[src/rtl/registers_pkg.sv]
// Shared widths, data type and clear value for the TinyCPU datapath registers.
package registers_pkg;
  localparam int DATA_W = 8;

  typedef logic [DATA_W-1:0] data_t;

  localparam data_t DEFAULT_RESET_VALUE = '0;
endpackage

[src/rtl/registers_reg_bit.sv]
// One enabled storage bit with asynchronous active-low clear.
// The clear value is fixed per instance so the parent can assemble any reset pattern.
module reg_bit
  import registers_pkg::*;
#(
  parameter logic RESET_BIT = 1'b0
) (
  input  logic i_clk,
  input  logic i_clr_n,
  input  logic i_en,
  input  logic i_d,
  output logic o_q
);

  logic r_q;

  always_ff @(posedge i_clk or negedge i_clr_n) begin
    if (!i_clr_n) begin
      r_q <= RESET_BIT;
    end else if (i_en) begin
      r_q <= i_d;
    end
  end

  assign o_q = r_q;

endmodule

[src/rtl/registers.sv]
// TinyCPU data register: captures H on a rising Clock edge when Enable is high.
// Clr (active-low) clears it to RESET_VALUE at once and overrides any load.
module registers
  import registers_pkg::*;
#(
  parameter int               WIDTH       = DATA_W,
  parameter logic [WIDTH-1:0] RESET_VALUE = WIDTH'(DEFAULT_RESET_VALUE)
) (
  input  logic             Clock,
  input  logic             Clr,
  input  logic             Enable,
  input  logic [WIDTH-1:0] H,
  output logic [WIDTH-1:0] Hout
);

  logic [WIDTH-1:0] w_q;

  for (genvar i = 0; i < WIDTH; i++) begin : g_bit
    reg_bit #(
      .RESET_BIT (RESET_VALUE[i])
    ) u_bit (
      .i_clk   (Clock),
      .i_clr_n (Clr),
      .i_en    (Enable),
      .i_d     (H[i]),
      .o_q     (w_q[i])
    );
  end

  assign Hout = w_q;

`ifndef SYNTHESIS
  // Sampled on the falling edge so an asynchronous clear has settled before it is checked.
  always @(negedge Clock) begin
    if (!Clr) begin
      assert (Hout == RESET_VALUE);
    end
  end
`endif

endmodule

[config.mk]
export PLATFORM = sky130hd
export DESIGN_NAME = registers
export DESIGN_NICKNAME = d
export VERILOG_FILES = /design/src/rtl/registers_pkg.sv /design/src/rtl/registers_reg_bit.sv /design/src/rtl/registers.sv
export SDC_FILE = /design/constraint.sdc
export NUM_CORES = 1
export LEC_CHECK = 0
export ABC_CLOCK_PERIOD_IN_PS = 1900
export CORE_AREA = 5 5 42 44
export CTS_BUF_LIST = sky130_fd_sc_hd__clkbuf_4 sky130_fd_sc_hd__clkbuf_8
export DETAILED_ROUTE_END_ITERATION = 10
export DIE_AREA = 0 0 47 49
export GPL_TIMING_DRIVEN = 0
export PLACE_DENSITY = 0.57
export SLEW_MARGIN = 0
export SYNTH_ARGS = -nofsm -noshare
export SYNTH_HDL_FRONTEND = slang
export SYNTH_HIERARCHICAL = 1
export SYNTH_SLANG_ARGS = --single-unit
[constraint.sdc]
create_clock -name Clock -period 1.9 [get_ports Clock]
set_input_delay 0.19 -clock Clock [delete_from_list [all_inputs] [get_ports Clock]]
set_output_delay 0.19 -clock Clock [all_outputs]
set_load 0.01 [all_outputs]
==> reports/qor.yml <==
run:
  drv_cap: 0
worst_setup_path:
  end_kind: "primary output"
  cp_slowest_cell: "clkdlybuf4s50_1"
  cp_max_fo: 2
  cp-start-kind: "register"
  worstPathCellList: "clkdlybuf4s50_1"
  cp_slowest_stage_delay_ps: 550
  path_buf_inv: 1
  critPathRequiredTime_ps: 1710
  critical_path.top_delay_family: "buffers and inverters"
  worstPathArrival_ps: 1140
  crit_type: "register to primary output"
pwr:
  comb_power_share: 0.241
  switching_power_w: 0.0000914
  power.leakage_nw: 0.243
  power_frac_seq: 0.466
  clkPwrFrac: 0.293
  switching_share: 0.216
  p_int_w: 0.000331
  p_total_w: 0.000422
  vdd_drop_max_mv: 0.346
  power.density_nw_per_um2: 778
cts:
  cts_setup_buffers: 0
  clockRootBuffer: "clkbuf_4"
  cts_resized: 0
  cts_tree: "built"
  clock-sinks: 8
  clk_pin_slew_worst_paths_ps: 50
  clockBufferDepth: 2
  clock_latency_ps: 240
  hold_buffers: 0
  htreeDepth: 1
  numCtsBuffers: 3
logic_synthesis:
  synth-edff-count: 0
  yosys.cell_types.count: 2
  netlist_area_um2: 320
  synth_top_area_frac: 0.625
  avgSynthCellArea_um2: 20.0
  synthArstFlopShare: 1.00
  yosys-top-cells-area: "dfrtp_1 63%, mux2_4 38%"
  synth_mux_area_frac: 0.375
  synth_ff_type: "dfrtp_1"
  yosys_register_bits: 8
  synth-simple-area-share: 0
  netlist_top_cells_count: "8 x dfrtp_1, 8 x mux2_4"
  synthXorXnorAreaFrac: 0
  synth_compound_area_frac: 0
  syn_inst: 16
  synth_nets: 27
  yosys_warnings: 6
  synth_top_family_by_area: "multiplexers"
  synth_adder_area_share: 0
  yosysTopAreaCell: "dfrtp_1"
  seq_area_frac_synth: 0.625
cells_and_area:
  fillers: 139
  largest_register_ff_count: 8
  drive_above_1_share: 0.297
  final_util: 0.388
  syn2layout_area_growth_pct: 69.5
  final_nets: 50
  n_antenna_cell: 0
sta:
  min_period_over_period: 0.701
  rsz0062_at_grt: "false"
  finalHoldViolations: 0
  relSlewSlack: 0.648
  maxSlewViolCount: 0
  fin_setup_tns_ps: 0
  max_slew.worst_pin.slew_ps: 527
  setup_violations: 0
  fmax_ghz: 0.751
  fin_crit_ps: 1330
  skew_ps: 0
floorplanning:
  start_util: 0.229
  ioPinCount: 19
  rows: 14
  die_y_um: 49
  die_width_um: 47
  die-area_um2: 2300
  fp.coreArea_um2: 1400
placement:
  port-buffer-count: 18
  gp_congestion: 0.708
route:
  post_drt_via_cell_ratio: 4.19
  route.antenna.remaining_nets: 0
  routedWlPerCell_um: 14.7
  drc_errors: 0
  first_iter_violations: 0
  wl_um: 777
  via_count: 222
  drt_pass1_iterations: 1
global_route:
  grt_pass1_vias: 291
  grt_overflow: 0
  grt_pass1_wl_um: 1230
  grt_max_degree: 9
  antenna_found_initial: 0
  grt_usage: 0.0782
min_path:
  min_path_type: "input port to asynchronous set/reset pin"
outcome:
  status: "completed"
## through the flow
| stage | hold WS, ps | instances | cell area [µm²] | worst slack, ps |
|---|---|---|---|---|
| 2_1_floorplan | -106 | 16 | 320 | 1120 |
| 3_3_place_gp | 479 | 50 | 520 | 464 |
| 3_5_place_dp | 492 | 50 | 520 | 421 |
| 4_1_cts | 221 | 53 | 543 | 548 |
| 5_1_grt | 251 | 53 | 543 | 517 |
| 6_report | 220 | 53 | 543 | 569 |
## power by group through the flow
stage | clock (W) | combinational, W | sequential, W
global placement | 0 | 0.000101 | 0.000199
detailed placement | 0 | 0.000103 | 0.000200
CTS | 0.000134 | 0.000104 | 0.000197
finish | 0.000124 | 0.000102 | 0.000197
global route | 0.000139 | 0.000108 | 0.000199
floorplan | 0 | 0.0000280 | 0.000208
## cells by family after synthesis
kind of cell,after synthesis
muxes,8
DFF,8
## cell type report
| type | instances | area, µm² | share of cell area |
|---|---|---|---|
| repair buffers | 18 | 180 | 0.332 |
| multi-input cells | 8 | 120 | 0.221 |
| clock buffers | 3 | 22.5 | 0.0415 |
| flip-flops and latches | 8 | 200 | 0.369 |
| well taps | 16 | 20.0 | 0.0369 |
## metal layers
layer	wire length (µm)	vias up	GRT usage
li1	-	100	-
met1	301	106	0.0771
met2	356	16	0.115
met3	120	0	0.0480
met4	0	0	0.0553
met5	0	-	0
## worst paths after layout
check | startpoint | end | slack [ps] | depth (start not counted)
max | g_bit[7].u_bit/o_q | Hout[7] | 570 | 1
min reg2reg | g_bit[3].u_bit/o_q | g_bit[3].u_bit/o_q | 510 | 1
max in group asynchronous | Clr | g_bit[4].u_bit/o_q | 1420 | 1
max reg2reg | g_bit[0].u_bit/o_q | g_bit[0].u_bit/o_q | 1140 | 1
min | Clr | g_bit[5].u_bit/o_q | 220 | 1
min in group Clock | g_bit[3].u_bit/o_q | g_bit[3].u_bit/o_q | 510 | 1
## cells in the final DEF (no fill, tap or decap), drive strengths merged
master / n
clkbuf: 3
dfrtp: 8
clkdlybuf4s50: 18
mux2: 8
Note: power is estimated with default switching activity, not from simulation.
